**config.mk**
```make
export PLATFORM = sky130hd
export DESIGN_NAME = vga_avn_arbiter
export DESIGN_NICKNAME = d
export VERILOG_FILES = /design/src/rtl/vga_avn_pkg.sv /design/src/rtl/vga_avn_rsp_fifo.sv /design/src/rtl/vga_avn_arbiter.sv
export SDC_FILE = /design/constraint.sdc
export NUM_CORES = 1
export LEC_CHECK = 0
export CELL_PAD_IN_SITES_DETAIL_PLACEMENT = 0
export CELL_PAD_IN_SITES_GLOBAL_PLACEMENT = 1
export CORE_MARGIN = 2
export CORE_UTILIZATION = 24
export DETAILED_ROUTE_END_ITERATION = 16
export PLACE_DENSITY_LB_ADDON = 0.1
export SYNTH_ARGS = -nofsm -noshare
export SYNTH_HDL_FRONTEND = slang
export SYNTH_SLANG_ARGS = --single-unit
```
**constraint.sdc**
```tcl
create_clock -name sys_clk -period 3.25 [get_ports sys_clk]
set_input_delay 0.4875 -clock sys_clk [delete_from_list [all_inputs] [get_ports sys_clk]]
set_output_delay 0.4875 -clock sys_clk [all_outputs]
set_load 0.03 [all_outputs]
```
**src/rtl/vga_avn_pkg.sv**
```systemverilog
// Shared types for the VRAM Avalon arbiter: FSM states and requester port ids.
package vga_avn_pkg;

  typedef enum logic [1:0] {IDLE, HOLD1, HOLD2} arb_state_t;

  typedef enum logic {PORT1 = 1'b0, PORT2 = 1'b1} port_id_t;

endpackage

```
**src/rtl/vga_avn_rsp_fifo.sv**
```systemverilog
// Read-response routing FIFO: remembers which port issued each outstanding read.
module vga_avn_rsp_fifo
  import vga_avn_pkg::*;
#(
  parameter int DEPTH = 16
) (
  input  logic                     clk,
  input  logic                     rst_n,
  input  logic                     i_push,
  input  port_id_t                 i_push_id,
  input  logic                     i_pop,
  output port_id_t                 o_head,
  output logic                     o_full,
  output logic                     o_empty,
  output logic [$clog2(DEPTH):0]   o_count
);

  localparam int PW = $clog2(DEPTH);
  localparam int CW = PW + 1;
  localparam logic [PW:0] FULL_CNT = CW'(DEPTH);

  port_id_t        r_mem [DEPTH];
  logic [PW-1:0]   r_wr_ptr;
  logic [PW-1:0]   r_rd_ptr;
  logic [PW:0]     r_count;
  logic            w_push;
  logic            w_pop;

  assign o_full  = (r_count == FULL_CNT);
  assign o_empty = (r_count == '0);
  assign o_count = r_count;
  assign o_head  = r_mem[r_rd_ptr];

  // A pop frees a slot in the same cycle, so push-on-full is fine alongside it.
  assign w_pop  = i_pop & ~o_empty;
  assign w_push = i_push & (~o_full | w_pop);

  always_ff @(posedge clk) begin
    if (w_push) begin
      r_mem[r_wr_ptr] <= i_push_id;
    end
  end

  always_ff @(posedge clk) begin
    if (!rst_n) begin
      r_wr_ptr <= '0;
      r_rd_ptr <= '0;
      r_count  <= '0;
    end else begin
      if (w_push) r_wr_ptr <= r_wr_ptr + 1'b1;
      if (w_pop)  r_rd_ptr <= r_rd_ptr + 1'b1;
      case ({w_push, w_pop})
        2'b10:   r_count <= r_count + 1'b1;
        2'b01:   r_count <= r_count - 1'b1;
        default: r_count <= r_count;
      endcase
    end
  end

endmodule

```
**src/rtl/vga_avn_arbiter.sv**
```systemverilog
// Shares one VRAM Avalon slave between the pixel port (port1) and VGA prefetch port (port2),
// with lock-until-accept, urgency-boosted round robin and in-order read response routing.
module vga_avn_arbiter
  import vga_avn_pkg::*;
#(
  parameter int AVN_AW       = 18,
  parameter int AVN_DW       = 16,
  parameter int PENDING_READ = 16
) (
  input  logic                          sys_clk,
  input  logic                          sys_rst_n,

  input  logic                          port1_avn_read,
  input  logic                          port1_avn_write,
  input  logic [AVN_AW-1:0]             port1_avn_address,
  input  logic [AVN_DW-1:0]             port1_avn_writedata,
  input  logic [AVN_DW/8-1:0]           port1_avn_byteenable,
  output logic [AVN_DW-1:0]             port1_avn_readdata,
  output logic                          port1_avn_readdatavalid,
  output logic                          port1_avn_waitrequest,

  input  logic                          port2_avn_read,
  input  logic                          port2_avn_write,
  input  logic [AVN_AW-1:0]             port2_avn_address,
  input  logic [AVN_DW-1:0]             port2_avn_writedata,
  input  logic [AVN_DW/8-1:0]           port2_avn_byteenable,
  output logic [AVN_DW-1:0]             port2_avn_readdata,
  output logic                          port2_avn_readdatavalid,
  output logic                          port2_avn_waitrequest,
  input  logic                          port2_urgent,

  output logic                          out_avn_read,
  output logic                          out_avn_write,
  output logic [AVN_AW-1:0]             out_avn_address,
  output logic [AVN_DW-1:0]             out_avn_writedata,
  output logic [AVN_DW/8-1:0]           out_avn_byteenable,
  input  logic [AVN_DW-1:0]             out_avn_readdata,
  input  logic                          out_avn_readdatavalid,
  input  logic                          out_avn_waitrequest,

  output logic [$clog2(PENDING_READ):0] pending_cnt,
  output logic                          rsp_err
);

  arb_state_t r_state;
  port_id_t   r_rr_last;
  logic       r_rsp_err;

  logic       w_fifo_full;
  logic       w_fifo_empty;
  port_id_t   w_fifo_head;
  logic       w_p1_elig;
  logic       w_p2_elig;
  logic       w_grant_valid;
  port_id_t   w_winner;
  logic       w_sel_read;
  logic       w_sel_write;
  logic       w_push;
  logic       w_rsp_hit;

  // Read+write together counts as a read; reads drop out while the route FIFO is full.
  always_comb begin
    w_p1_elig     = port1_avn_read ? ~w_fifo_full : port1_avn_write;
    w_p2_elig     = port2_avn_read ? ~w_fifo_full : port2_avn_write;
    w_winner      = PORT1;
    w_grant_valid = 1'b0;
    case (r_state)
      HOLD1: begin
        w_winner      = PORT1;
        w_grant_valid = sys_rst_n;
      end
      HOLD2: begin
        w_winner      = PORT2;
        w_grant_valid = sys_rst_n;
      end
      default: begin
        w_grant_valid = sys_rst_n & (w_p1_elig | w_p2_elig);
        if (w_p2_elig & port2_urgent)   w_winner = PORT2;
        else if (w_p1_elig & w_p2_elig) w_winner = (r_rr_last == PORT1) ? PORT2 : PORT1;
        else if (w_p2_elig)             w_winner = PORT2;
        else                            w_winner = PORT1;
      end
    endcase
  end

  always_comb begin
    if (w_winner == PORT2) begin
      w_sel_read         = port2_avn_read;
      w_sel_write        = port2_avn_write;
      out_avn_address    = port2_avn_address;
      out_avn_writedata  = port2_avn_writedata;
      out_avn_byteenable = port2_avn_byteenable;
    end else begin
      w_sel_read         = port1_avn_read;
      w_sel_write        = port1_avn_write;
      out_avn_address    = port1_avn_address;
      out_avn_writedata  = port1_avn_writedata;
      out_avn_byteenable = port1_avn_byteenable;
    end
    out_avn_read  = w_grant_valid & w_sel_read;
    out_avn_write = w_grant_valid & w_sel_write & ~w_sel_read;
  end

  assign port1_avn_waitrequest = ~(w_grant_valid & (w_winner == PORT1)) | out_avn_waitrequest;
  assign port2_avn_waitrequest = ~(w_grant_valid & (w_winner == PORT2)) | out_avn_waitrequest;

  assign w_push    = out_avn_read & ~out_avn_waitrequest;
  assign w_rsp_hit = sys_rst_n & out_avn_readdatavalid & ~w_fifo_empty;

  assign port1_avn_readdata      = out_avn_readdata;
  assign port2_avn_readdata      = out_avn_readdata;
  assign port1_avn_readdatavalid = w_rsp_hit & (w_fifo_head == PORT1);
  assign port2_avn_readdatavalid = w_rsp_hit & (w_fifo_head == PORT2);
  assign rsp_err                 = r_rsp_err;

  vga_avn_rsp_fifo #(
    .DEPTH (PENDING_READ)
  ) u_rsp_fifo (
    .clk       (sys_clk),
    .rst_n     (sys_rst_n),
    .i_push    (w_push),
    .i_push_id (w_winner),
    .i_pop     (w_rsp_hit),
    .o_head    (w_fifo_head),
    .o_full    (w_fifo_full),
    .o_empty   (w_fifo_empty),
    .o_count   (pending_cnt)
  );

  // HOLD states reuse the grant logic: a waited grant locks, an accepted one releases.
  always_ff @(posedge sys_clk) begin
    if (!sys_rst_n) begin
      r_state   <= IDLE;
      r_rr_last <= PORT2;
      r_rsp_err <= 1'b0;
    end else begin
      if (out_avn_readdatavalid & w_fifo_empty) r_rsp_err <= 1'b1;
      if (w_grant_valid) begin
        if (out_avn_waitrequest) begin
          r_state <= (w_winner == PORT1) ? HOLD1 : HOLD2;
        end else begin
          r_state   <= IDLE;
          r_rr_last <= w_winner;
        end
      end
    end
  end

endmodule

```
Yosys cells after proc, flatten, opt, wreduce, memory -nomap -nowiden
Memories as Yosys holds them, arrays and structs flattened. A register that Yosys moved wholly into a read port is not among the register bits.
Cells that the tools add are included.

storage, ports and cells
  flip-flop bits (word level) = 17
  memory bits (writable) = 16
  memories kept = 1

cells by class
  $add $sub $neg = 4
  eq/ne operators = 5
  mux-type cells = 20
  bitwise operators = 28
  reductions and logical operators = 4

memory list
  name              depth  bits a word  read ports  clocked after Yosys merged registers in  wr ports  line                    source
  u_rsp_fifo.r_mem  16     1            1           1                                        1         vga_avn_rsp_fifo.sv:22  port_id_t r_mem [DEPTH];

operators by type and width
  cell                                                                    number
  18-bit 2-to-1 mux                                                       1
  1-bit bitwise AND                                                       16
  16-bit 2-to-1 mux                                                       1
  1-bit 2-to-1 mux                                                        11
  5-bit one-hot mux with 2 select lines                                   1
  4-bit by 1-bit adder with 4-bit output (second input constant)          2
  4-bit 2-to-1 mux                                                        2
  1-bit inverter                                                          8
  2-bit 2-to-1 mux                                                        3
  5-bit by 1-bit adder with 5-bit output (second input constant)          1
  5-bit equality test (second input constant)                             1
  5-bit logical NOT                                                       1
  5-bit by 1-bit subtractor with 5-bit output (second input constant)     1
  2-bit by 1-bit equality test with 1-bit output (second input constant)  2
  2-bit equality test (second input constant)                             2
  1-bit OR                                                                4
  1-bit one-hot mux with 2 select lines                                   1
  2-bit AND reduction                                                     1
  2-bit nonzero test                                                      1
  2-bit OR reduction                                                      1

Logic depth before layout (Yosys ltp)
Gate-level depths: netlist (run 1).

  depth in word-level cells = 13
  gate-level depth with buffers = 17
  mapped depth without buffers = 14

By module
Synthesis (run 1) repeated with hierarchy kept, for this count alone.

unflattened totals
  cells, all modules = 265
  area, all modules = 2904.0 um^2

modules (own cells, without submodules)
  module            instances  cells each  area each (um^2)
  vga_avn_rsp_fifo  1          150         1697.9
  vga_avn_arbiter   1          115         1206.2

Worst setup path before layout (run 1)
No wires, ideal clock.

  path type = register to register
  start = register u_rsp_fifo.r_count[2] (netlist: u_rsp_fifo.o_count[2])
  end = register u_rsp_fifo.r_count[4] (netlist: u_rsp_fifo.o_count[4])
  arrival time = 3.375 ns
  data required time = 3.128 ns
  path slack = -0.246 ns
  stages on the path, launching flop included = 18
  path buffers = 4
  period minus slack after synthesis = 3.496 ns
  path through = dfxtp_1 buf_2 nor4_4 and3_1 o32a_1 buf_6 clkinv_8 mux2i_4 buf_6 ha_1 clkbuf_1 xor2_1 ha_1 a21oi_1 o22ai_1 a222oi_1 or3_1 a21oi_1

on the way
  cells in the longest elaborated chain, start to end = 13
  elaborated cells between the ends (all ways) = 28

RTL lines
  what                                                                                   line                                                                  source
  start, declared                                                                        vga_avn_rsp_fifo.sv:25                                                logic [PW:0] r_count;
  start signal, assigned                                                                 vga_avn_rsp_fifo.sv:53                                                2'b10: r_count <= r_count + 1'b1;
  start signal, assigned                                                                 vga_avn_rsp_fifo.sv:54                                                2'b01: r_count <= r_count - 1'b1;
  start signal, assigned                                                                 vga_avn_rsp_fifo.sv:55                                                default: r_count <= r_count;
  5-bit equality test                                                                    vga_avn_rsp_fifo.sv:29                                                assign o_full = (r_count == FULL_CNT);
  1-bit inverter                                                                         vga_avn_rsp_fifo.sv:36, vga_avn_arbiter.sv:63, vga_avn_arbiter.sv:64
  1-bit 2-to-1 mux (on tied branches)                                                    vga_avn_arbiter.sv:64, vga_avn_arbiter.sv:63
  1-bit 2-to-1 mux or 1-bit bitwise AND (tied branches)                                  vga_avn_arbiter.sv:80, vga_avn_arbiter.sv:79
  1-bit 2-to-1 mux                                                                       vga_avn_arbiter.sv:79                                                 else if (w_p1_elig & w_p2_elig) w_winner = (r_rr_last == PORT1) ? PORT2 : PORT1;
  1-bit 2-to-1 mux                                                                       vga_avn_arbiter.sv:78                                                 if (w_p2_elig & port2_urgent) w_winner = PORT2;
  1-bit one-hot mux with 2 select lines                                                  vga_avn_arbiter.sv:67                                                 case (r_state)
  1-bit 2-to-1 mux                                                                       vga_avn_arbiter.sv:87                                                 if (w_winner == PORT2) begin
  1-bit bitwise AND                                                                      vga_avn_arbiter.sv:100                                                out_avn_read = w_grant_valid & w_sel_read;
  1-bit bitwise AND                                                                      vga_avn_arbiter.sv:107                                                assign w_push = out_avn_read & ~out_avn_waitrequest;
  1-bit bitwise AND                                                                      vga_avn_rsp_fifo.sv:36                                                assign w_push = i_push & (~o_full | w_pop);
  2-bit by 1-bit equality test with 1-bit output or 2-bit equality test (tied branches)  vga_avn_rsp_fifo.sv:52                                                case ({w_push, w_pop})
  5-bit one-hot mux with 2 select lines or 2-bit nonzero test (tied branches)            -

Several ways; a longest one is shown, not always the timed one.
A chain may end at the register's enable or synchronous reset.

==> impl_metrics.ini, run 1 <==
[place]
port_buffers = 128
dp_worst_setup_slack_ns = -0.0672
gp_congestion = 0.748
dpl.hpwl_um = 6400

[timing]
rsz0062_at_grt = no
min_period_ns = 3.10
fmax_mhz = 323
hold_violations = 0
setup_viol = 0
slew_violations = 0
hold_slack_ns = 0.457
skew_ns = 0.00400
worstMarginPinSlew_ns = 0.391
slew_headroom_pct = 73.9
finalCritPeriodShare_pct = 95.4
setup_ws_ns = 0.150

[drt]
dr.pass1.iters = 4
dr_total_vias = 2216
wl_per_cell_um = 15.7
wl_um = 7970
drtIter0Drc = 65
drc = 0
ant_nets = 0
vias_per_cell = 4.37

[final_layout]
drive_above_1_share_pct = 33.3
multi_input_area_um2 = 1450
fin_nets = 471
area_delta_synth_final_pct = 49.1
register_area_um2 = 905
fill_cells = 1126

[global_route]
grt_use_met2_pct = 21.2
grt_pass1_vias = 2138
grt_max_degree = 32
grt.met1_usage_pct = 15.2
antenna_found_initial = 1
grt-busiest-layer = met2
grt_overflow_total = 0
grt_use_met3_pct = 3.29
grt_use_total_pct = 12.5
grt_pass1_wl_um = 12200

[synthesis]
syn_avg_cell_area_um2 = 10.4
yosysMostFrequentCell = mux2_2
syn-cell-area_um2 = 2730
syn_inst = 261
ys.flop_type = dfxtp_1
yosys_warnings = 0
ys_top_cells_by_count = 36 x mux2_2, 33 x buf_4, 21 x dfxtp_1, 17 x nor2_1, 16 x edfxtp_1
ys_seq_area_share_pct = 33.1
synth_top_area_share_pct = 17.6
async_flop_share_pct = 0
synth_cell_types = 44
synth_top_cell_by_area = edfxtp_1
ys_seq_elements = 37
synth_edf_count = 16
syn_nets = 367
synth.top_cells.by_area = edfxtp_1 18%, dfxtp_1 15%, mux2_2 15%, buf_4 9.1%, ha_1 4.1%

[outcome]
status = finished clean

[hold_path]
hold_path_class = reg2reg
hold_start = r_state[0]$_SDFFE_PN0N_
whs_path_depth = 2
min_to = r_state[0]$_SDFFE_PN0N_

[power]
peakVddDrop_mv = 0.185
p_per_area_nw_per_um2 = 424
p_leak_nw = 1.57

[setup_path]
start_kind = flip-flop
path_max_fanout = 4
critPathKind = reg2out
worstRegToRegCells = 13
r2r-end = u_rsp_fifo.o_count[4]$_SDFFE_PN0P_
critical_path_arrival_ns = 2.61
crit_path_end_kind = output port
r2r_start = u_rsp_fifo.o_count[0]$_SDFFE_PN0P_
required_ns = 2.76
r2r_setup_slack_ns = 0.27

[floorplan]
initial_core_util_pct = 24.8
core_area_um2 = 11000
chipWidth_um = 111
dieArea_um2 = 12200
die_y_um = 111
pin_count = 177
rows = 38

[cts]
cts_repair_resize_count = 0
cts_setup_buffers = 0
cts_max_level = 2
cts_buffer_depth = 2
cts.sinks = 37
holdBufCountCts = 0
cts_inserted_buffers = 5
worst_setup_hold_path_clk_slew_ns = 0.06
clk_latency_ns = 0.28
cts_root_buf = clkbuf_16
tritoncts = built

[flow_run]
max-cap-violations = 0
==> power by group <==
part	internal, mW	switching (mW)	total, mW	leakage (nW)
combinational	0.350	0.345	0.695	1.18
sequential	0.512	0.0261	0.538	0.317
clock	0.305	0.187	0.492	0.0768
total	1.17	0.557	1.72	1.57
==> metrics by stage <==
step | setup TNS [ns] | instance area (µm²) | std cells | power, mW | utilization, %
6_report | 0 | 4060 | 507 | 1.72 | 37.0
5_1_grt | 0 | 4060 | 507 | 1.81 | 37.0
4_1_cts | 0 | 4050 | 506 | 1.75 | 36.9
3_5_place_dp | -0.0672 | 3900 | 498 | 1.25 | 35.5
3_3_place_gp | -0.0527 | 3900 | 498 | 1.25 | 35.5
2_1_floorplan | -0.00977 | 2740 | 261 | 1.04 | -
==> layer usage <==
layer	up-vias	routed length [µm]
met2	92	4070
li1	1114	-
met3	11	450
met5	-	0
met1	999	3270
met4	0	170
==> cells in the final DEF, fill, tap and decap left out, types with 3 or more instances in the layout <==
master,n
or3_1,3
nor3b_2,9
mux4_2,5
nand2_1,13
inv_1,8
buf_4,54
mux2i_1,10
nor4b_1,4
nor3_1,3
clkdlybuf4s50_1,87
dfxtp_2,3
xor2_1,5
ha_1,9
o21ai_0,5
nor2b_1,4
nor2_1,17
nand2b_1,5
edfxtp_1,16
mux2_2,36
dfxtp_1,18
a211oi_1,4
a21oi_1,8
clkbuf_16,5
nand4_1,3
==> worst max-delay path by stage <==
stage                                                   from                            endpoint
after floorplan           u_rsp_fifo.o_count[1]$_SDFFE_PN0P_  u_rsp_fifo.o_count[4]$_SDFFE_PN0P_
after CTS                                          flip-flop             port1_avn_readdatavalid
final                                              flip-flop             port2_avn_readdatavalid
after detailed placement                      port1_avn_read  u_rsp_fifo.o_count[4]$_SDFFE_PN0P_
after global routing      u_rsp_fifo.o_count[0]$_SDFFE_PN0P_                 out_avn_address[13]
after global placement                        port1_avn_read  u_rsp_fifo.o_count[4]$_SDFFE_PN0P_
==> logic make-up after synthesis <==
group,share of synthesized area [%]
buffers and inverters,13.9
xor gates and xnor gates,2.25
muxes,23.5
AOI/OAI and AO/OA,7.16
DFF,33.1
adders and majority gates,4.13
and+or+nand+nor,16.0
==> critical path, stage by stage, from the launching register on <==
cell and delay [ns]:
dfxtp_1 0.48, mux4_2 0.56, mux4_2 0.51, and3_1 0.21
clkdlybuf4s50_1 0.58
==> cell type report <==
type,count,share of cell area (%)
multi-input cells,167,35.7
inverters,9,1.14
clock inverters,2,0.339
well taps,140,4.31
flip-flops and latches,37,22.3
repair buffers,145,32.8
diodes,1,0.0616
clock buffers,6,3.42
No activity file was read; power rests on OpenSTA's default activity.
==> run 2, diff against run 1 <==
--- a/config.mk
+++ b/config.mk
@@ -11,6 +11,7 @@
 export CORE_UTILIZATION = 24
 export DETAILED_ROUTE_END_ITERATION = 16
 export PLACE_DENSITY_LB_ADDON = 0.1
+export SKIP_CTS_REPAIR_TIMING = 1
 export SYNTH_ARGS = -nofsm -noshare
 export SYNTH_HDL_FRONTEND = slang
 export SYNTH_SLANG_ARGS = --single-unit
==> results of run 2 <==
Same layout as run 1: the final DEF is identical, and so are final timing and power.
==> run 3, diff against run 2 <==
--- a/config.mk
+++ b/config.mk
@@ -10,6 +10,7 @@
 export CORE_MARGIN = 2
 export CORE_UTILIZATION = 24
 export DETAILED_ROUTE_END_ITERATION = 16
+export GPL_TIMING_DRIVEN = 0
 export PLACE_DENSITY_LB_ADDON = 0.1
 export SKIP_CTS_REPAIR_TIMING = 1
 export SYNTH_ARGS = -nofsm -noshare
==> run 3 against run 2 <==
Compared with the run above: the flow now finishes with violations (setup timing); count of clock-buffer cells in the layout decreased by 1; hold slack improved by 0.010 ns; sequential share of layout area decreased by 4.0 points; final cell count increased by 14%; design area increased by 23%; clock skew increased by 0.0015 ns; sequential cell count unchanged; core utilization increased by 8.6 points; routed wire length increased by 10%; first-iteration DRC count increased by 25%; critical path type is now reg2reg; critical endpoint is now u_rsp_fifo.o_count[4]$_SDFFE_PN0P_; largest cell class is now buffers; highest routed layer unchanged.
==> impl_metrics.ini, run 3 (synthesis results as in run 1) <==
[outcome]
status = finished, violations left
violations = setup timing

[global_route]
grt_max_degree = 26
grt_use_total_pct = 13.4
grt_pass1_vias = 2457
antenna_found_initial = 0
grt_overflow_total = 0
grt_pass1_wl_um = 13300

[cts]
tritoncts = built
cts_max_level = 2
cts.sinks = 37
clk_latency_ns = 0.28
worst_setup_hold_path_clk_slew_ns = 0.06
cts_root_buf = clkbuf_16
cts_buffer_depth = 2
cts_inserted_buffers = 5

[final_layout]
diodes = 0
area_delta_synth_final_pct = 83.6
final_common_cell = clkdlybuf4s50_1
fin_nets = 544
fill_cells = 1051
final_cell_mix = 118 x clkdlybuf4s50_1, 45 x buf_4, 40 x dlymetal6s2s_1
drive_above_1_share_pct = 29.6

[timing]
hold_violations = 0
worstMarginPinSlew_ns = 0.586
tns_ns = -0.0766
rsz0062_at_grt = yes
setup_ws_ns = -0.0766
fmax_mhz = 301
min_period_ns = 3.33
hold_slack_ns = 0.468
slew_headroom_pct = 59.8
setup_viol = 1
slew_violations = 0
skew_ns = 0.00552
finalCritPeriodShare_pct = 102

[setup_path]
critPathKind = reg2reg
start_kind = flip-flop
crit_path_top_delay_cell = dfxtp_4
crit_path_end_kind = flip-flop
required_ns = 3.46
slowest_delay_ns = 0.37
path_max_fanout = 6
worstRegToRegCells = 16
crit_chain = nor4_4 -> a311oi_2 -> o32a_1 -> buf_6 -> clkinv_8 -> mux2i_4 -> buf_8 -> ha_4 -> clkbuf_8 -> xor2_2 -> ha_2 -> a21oi_4 -> o22ai_1 -> a222oi_1 -> or3_1 -> a21oi_1
critical_path_arrival_ns = 3.53

[place]
gp_congestion = 0.796
dpl.hpwl_um = 7010
port_buffers = 158

[floorplan]
die_y_um = 111
dieArea_um2 = 12200
chipWidth_um = 111
rows = 38
initial_core_util_pct = 24.8
core_area_um2 = 11000
pin_count = 177

[power]
peakVddDrop_mv = 0.285
p_total_mw = 2.03
p_leak_nw = 2.23
p_per_area_nw_per_um2 = 405

[hold_path]
whs_path_depth = 2
hold_path_class = reg2reg

[drt]
drtIter0Drc = 81
dr_total_vias = 2559
drc = 0
dr.pass1.iters = 4
wl_per_cell_um = 15.1
ant_nets = 0
vias_per_cell = 4.42
wl_um = 8770

[flow_run]
max-cap-violations = 0
==> run 3: changes by cell type in the layout (fill, tap and decap cells not counted), sizes merged <==
cell           change
diode              -1
clkbuf             +5
clkdlybuf4s50     +31
clkinv             -2
bufinv             +2
inv                +1
dlymetal6s2s      +39
buf                -3
==> run 3: per-layer routing <==
| layer | GRT usage (%) | share of wire [%] | vias to the layer above |
|---|---|---|---|
| met5 | 0 | 0 | - |
| met4 | 2.75 | 0.48 | 0 |
| met3 | 3.95 | 6.4 | 2 |
| met2 | 25.1 | 53 | 106 |
| met1 | 14.9 | 40 | 1191 |
| li1 | - | - | 1260 |
==> run 3: critical path: cells and delay by family (launching register included) <==
kind,cells,cell delay (ns)
xor+xnor,1,0.13
mux,1,0.28
simple gates,2,0.74
fa+ha+maj,2,0.33
compound gates,6,0.94
flops,1,0.37
buf+inv,4,0.47
==> run 3: stage by stage <==
stage | instances | util [%] | cell area [µm²] | worst slack, ns
6_report | 579 | 45.6 | 5000 | -0.0766
5_1_grt | 579 | 45.6 | 5000 | -0.259
4_1_cts | 567 | 42.7 | 4690 | -0.665
3_5_place_dp | 559 | 41.0 | 4500 | -0.956
3_3_place_gp | 559 | 41.0 | 4500 | -0.903
2_1_floorplan | 261 | - | 2740 | -0.00977
==> run 3: final timing paths <==
path | start | to | slack (ns)
setup / recovery | u_rsp_fifo.o_count[0]$_SDFFE_PN0P_ | u_rsp_fifo.o_count[4]$_SDFFE_PN0P_ | -0.08
hold / removal | r_state[0]$_SDFFE_PN0N_ | r_state[0]$_SDFFE_PN0N_ | 0.47
setup reg to reg | u_rsp_fifo.o_count[0]$_SDFFE_PN0P_ | u_rsp_fifo.o_count[4]$_SDFFE_PN0P_ | -0.08
hold reg to reg | r_state[0]$_SDFFE_PN0N_ | r_state[0]$_SDFFE_PN0N_ | 0.47
==> run 3: area by class of cell <==
cell class	instances	area, µm²	share of cell area, %
repair buffers	172	1790	35.8
multi-input cells	167	1550	31.0
flip-flops and latches	37	912	18.2
plain buffers	46	333	6.65
well taps	140	175	3.50
clock buffers	5	125	2.50
clock inverters	3	68.8	1.38
inverters	9	46.3	0.925
==> run 3: power by group <==
part	total (mW)	leakage [nW]	switching, mW	internal (mW)
combinational	0.862	1.82	0.418	0.444
clock	0.627	0.0944	0.185	0.442
sequential	0.536	0.318	0.0254	0.511
==> RTL change 1: new RTL, config.mk and constraints of run 1 <==
Make the reset (`rst_n` and `sys_rst_n`) asynchronous in 2 clocked blocks.
--- a/src/rtl/vga_avn_rsp_fifo.sv
+++ b/src/rtl/vga_avn_rsp_fifo.sv
@@ -41,7 +41,7 @@
     end
   end
 
-  always_ff @(posedge clk) begin
+  always_ff @(posedge clk or negedge rst_n) begin
     if (!rst_n) begin
       r_wr_ptr <= '0;
       r_rd_ptr <= '0;
--- a/src/rtl/vga_avn_arbiter.sv
+++ b/src/rtl/vga_avn_arbiter.sv
@@ -128,7 +128,7 @@
   );
 
   // HOLD states reuse the grant logic: a waited grant locks, an accepted one releases.
-  always_ff @(posedge sys_clk) begin
+  always_ff @(posedge sys_clk or negedge sys_rst_n) begin
     if (!sys_rst_n) begin
       r_state   <= IDLE;
       r_rr_last <= PORT2;
Check against the original RTL: differs if sys_rst_n is asserted again (counterexample within 4 cycles, from zero or initial values and one cycle with sys_rst_n low); with sys_rst_n held inactive, the same outputs for 10 cycles.
==> RTL change 1 against run 1 <==
Design area down 2.7%; area after synthesis is 7.6% lower; setup slack gained 0.047 ns; routed wire length shrank 11%; critical path depth increased by 3; sequential cell count down 4; sequential share of layout area grew 0.74 points; via count is 4.3% lower.
Power is not compared: it rests on default switching activity, and its combinational part moved more than twofold at a synthesized area within 25%.
==> RTL change 1: results (changes against run 1) <==
- Buffering overhead: 0.349 (+0.0214)
- Vias in the first global route: 2277 (+6.5%)
- Fraction of area in registers: 0.230 (+0.00740)
- Reg2reg start: r_state[1]
- Total wire length: 7090 um (-11%)
- Clock root buffer: clkbuf_8
- Post-synthesis adder-cell area fraction: 0.0497 (+0.00835)
- DP Worst Slack: -0.116 ns (-0.0488 ns)
- Synth top area cells: edfxtp_1, mux2_2, dfrtp_1
- Comb_multi_in: 153 (-8.4%)
- Post-route cell area: 0.00395 sq mm (-2.7%)
- Synth Area in Compound Gates: 0.0845 (+0.0128)
- Post-synthesis xor/xnor area fraction: 0.0417 (+0.0192)
- Synth Flop Type: edfxtp_1
- Worst-path fanout max: 28 (+24)
- Metal1 wirelength: 2820 um (-14%)
- Hold Path Depth: 1 (-1)
- Placed standard-cell area: 0.00384 sq mm (-1.4%)
- Global-route wire length before repair: 11600 um (-4.8%)
- Post-synth top cells: mux2_2, buf_4, dfrtp_1, edfxtp_1, nand2_1
- Met3 wire len: 402 um (-11%)
- Detail Placement HPWL: 5820 um (-9.1%)
- Hold Crit Endpoint: rsp_err
- Cell count after placement: 480 (-3.6%)
- Grt met1 use: 0.150 (-0.00159)
- GRT met2 Usage: 0.232 (+0.0198)
- Mux share of post-synthesis cell area: 0.215 (-0.0205)
- Hold_ws: 0.459 ns (+0.00130 ns)
- Met3 usage: 0.0325 (-0.000435)
- Inserted Diodes: 0 (-1)
- Buffers, non-clock: 148 (+2.1%)
- Synth-to-Final Area Change: 57.0%
- Max Clock Skew: 0.00681 ns (+0.00281 ns)
- Syn Inst Count: 237 (-9.2%)
- Synth unique cells: 42 (-4.5%)
- Filler instances: 1076 (-4.4%)
- Layout cells sized above 1: 0.261 (-0.0720)
- Syn Nets: 344 (-6.3%)
- Outcome: complete, no violations
- Hold path startpoint: rsp_err
- Top delay family on crit path: simple AND/OR/NAND/NOR gates
- Post-Layout Cell Count: 488 (-3.7%)
- Initial antenna violation count: 0 (-1)
- NumNets Final: 458 (-2.8%)
- DR iter-0 viols: 89 (+37%)
- Rel. slew slack: 0.736 (-0.00323)
- Async set-or-reset flop fraction in the synthesized netlist: 0.515 (+0.515)
-- RTL change 1: how the worst max path moves through the flow --
stage / startpoint / endpoint / slack (ns) / depth (start not counted)
4_1_cts: r_state[0] / u_rsp_fifo.o_count[4] / 0.15 / 16
2_1_floorplan: u_rsp_fifo.o_count[1] / u_rsp_fifo.o_count[4] / 0.01 / 15
5_1_grt: r_state[0] / u_rsp_fifo.o_count[4] / 0.01 / 16
3_5_place_dp: port1_avn_read / u_rsp_fifo.o_count[4] / -0.12 / 14
3_3_place_gp: port1_avn_read / u_rsp_fifo.o_count[4] / -0.05 / 16
6_report: u_rsp_fifo.o_count[2] / out_avn_address[8] / 0.20 / 7
-- RTL change 1: power by group --
| group | total, mW | leakage (nW) | internal, mW | switching [mW] |
|---|---|---|---|---|
| Sequential | 0.783 | 0.345 | 0.614 | 0.169 |
| Combinational | 2.43 | 1.15 | 1.12 | 1.31 |
| Clock | 0.471 | 0.0687 | 0.309 | 0.162 |
==> RTL change 2: new RTL, settings of run 1 <==
Without the edit above. The parameter `PENDING_READ` goes from 16 to 8.
--- a/src/rtl/vga_avn_arbiter.sv
+++ b/src/rtl/vga_avn_arbiter.sv
@@ -5,7 +5,7 @@
 #(
   parameter int AVN_AW       = 18,
   parameter int AVN_DW       = 16,
-  parameter int PENDING_READ = 16
+  parameter int PENDING_READ = 8
 ) (
   input  logic                          sys_clk,
   input  logic                          sys_rst_n,
Ports: changed (resized pending_cnt); port bits go from 177 to 176. The function was not compared with the original's and may differ.
==> RTL change 2 against run 1 <==
Routed wire length is 15% lower; synthesized cell count down 19%; area after synthesis down 26%; sequential power decreased by 35%; largest cell class is now buffers; design area shrank 18%; total power shrank 35%; sequential cell count decreased by 12; critical endpoint is now port2_avn_waitrequest; worst hold slack lost 0.0034 ns; count of clock-buffer cells in the layout decreased by 3; setup slack worse by 0.0057 ns.
==> RTL change 2: results (changes against run 1) <==
- All-layer global routing usage: 0.147 (+0.0220)
- Mux share of post-synthesis cell area: 0.252 (+0.0168)
- WL/cell: 16.0 um (+1.9%)
- Port Buffers: 127 (-0.78%)
- Sequential area share after synthesis: 0.286 (-0.0442)
- Vias per cell: 4.44 (+1.7%)
- Post-synth top cells: mux2_2, buf_4, dfxtp_1
- Largest net degree at the start of global routing: 28 (-13%)
- Placed standard-cell area: 0.00326 sq mm (-16%)
- Clock root buffer: clkbuf_8
- DR iter-0 viols: 42 (-35%)
- Leak Pwr: 1.43 nW (-8.9%)
- CTS H-tree depth: 1 (-1)
- Final setup margin: 0.145 ns (-0.00567 ns)
- Max VDD drop: 185 uV (-0.10%)
- Rel. slew slack: 0.740 (about the same)
- Global-route wire length before repair: 10300 um (-15%)
- Syn Nets: 314 (-14%)
- Pwr/cell area: 338 mW/mm^2 (-20%)
- Synth top area cells: mux2_2, dfxtp_1, buf_4
- Outcome: complete, no violations
- Post-synth EDFFs: 8 (-8)
- Clock-pin slew on the worst setup and hold paths: 0.09 ns (+0.03 ns)
- Post-synthesis xor/xnor area fraction: 0.0216 (-0.000893)
- Wire length on met2: 3580 um (-12%)
- DP Worst Slack: -0.0557 ns (+0.0115 ns)
- Vias: 1880 (-15%)
- Inserted Diodes: 0 (-1)
- Detail Placement HPWL: 5820 um (-9.0%)
- Metal1 wirelength: 2450 um (-25%)
- Vias in the first global route: 1966 (-8.0%)
- Met3 wire len: 693 um (+54%)
- Initial antenna violation count: 0 (-1)
RTL change 2: cell types whose count changed after synthesis, sizes merged, moves of 4 or more:
cell	change
a211oi	-4
a21oi	+4
buf	-4
clkbuf	-4
dfxtp	-4
edfxtp	-8
mux2i	-5
nor2	-4
nor3b	-8
RTL change 2: cell type report:
| class | count | share of cell area |
|---|---|---|
| multi-input cells | 138 | 0.341 |
| flip-flops and latches | 25 | 0.174 |
| inverters | 8 | 0.00900 |
| clock buffers | 3 | 0.0124 |
| repair buffers | 143 | 0.422 |
| clock inverters | 1 | 0.00225 |
| well taps | 105 | 0.0394 |
RTL change 2: layer usage:
metal / track usage / vias up
met5: 0 / -
met3: 0.0642 / 4
met2: 0.279 / 87
met4: 0.0286 / 0
met1: 0.150 / 854
li1: - / 935
RTL change 2: power by group:
part           leakage (nW)  internal, mW  total (mW)  switching (mW)
registers             0.211         0.338       0.352          0.0137
clock network        0.0217        0.0868       0.188           0.101
logic                  1.20         0.300       0.588           0.288
RTL change 2: worst max-delay path, cell delays in order:
cell	delay, ns
clkdlybuf4s50_1	0.48
o21ai_0	0.27
a21oi_1	0.13
a21oi_4	0.21
buf_4	0.20
inv_1	0.08
nand2_1	0.06
clkdlybuf4s50_1	0.69
RTL change 2: path summary, 6_finish.rpt:
| path | start | end | slack (ns) | cells past startpoint |
|---|---|---|---|---|
| min reg2reg | r_state[0] | r_state[0] | 0.45 | 2 |
| min | r_state[0] | r_state[0] | 0.45 | 2 |
| max | port2_avn_read | port2_avn_waitrequest | 0.14 | 8 |
| max reg2reg | r_state[0] | u_rsp_fifo.o_count[2] | 0.31 | 14 |
RTL change 2: repair_timing:
item / CTS / global route
hold buffers: 0 / 0
buffers inserted: 0 / 0
gates resized for setup: 9 / 17
endpoints found under the setup margin: 9 / 17
pin swaps: 0 / 1
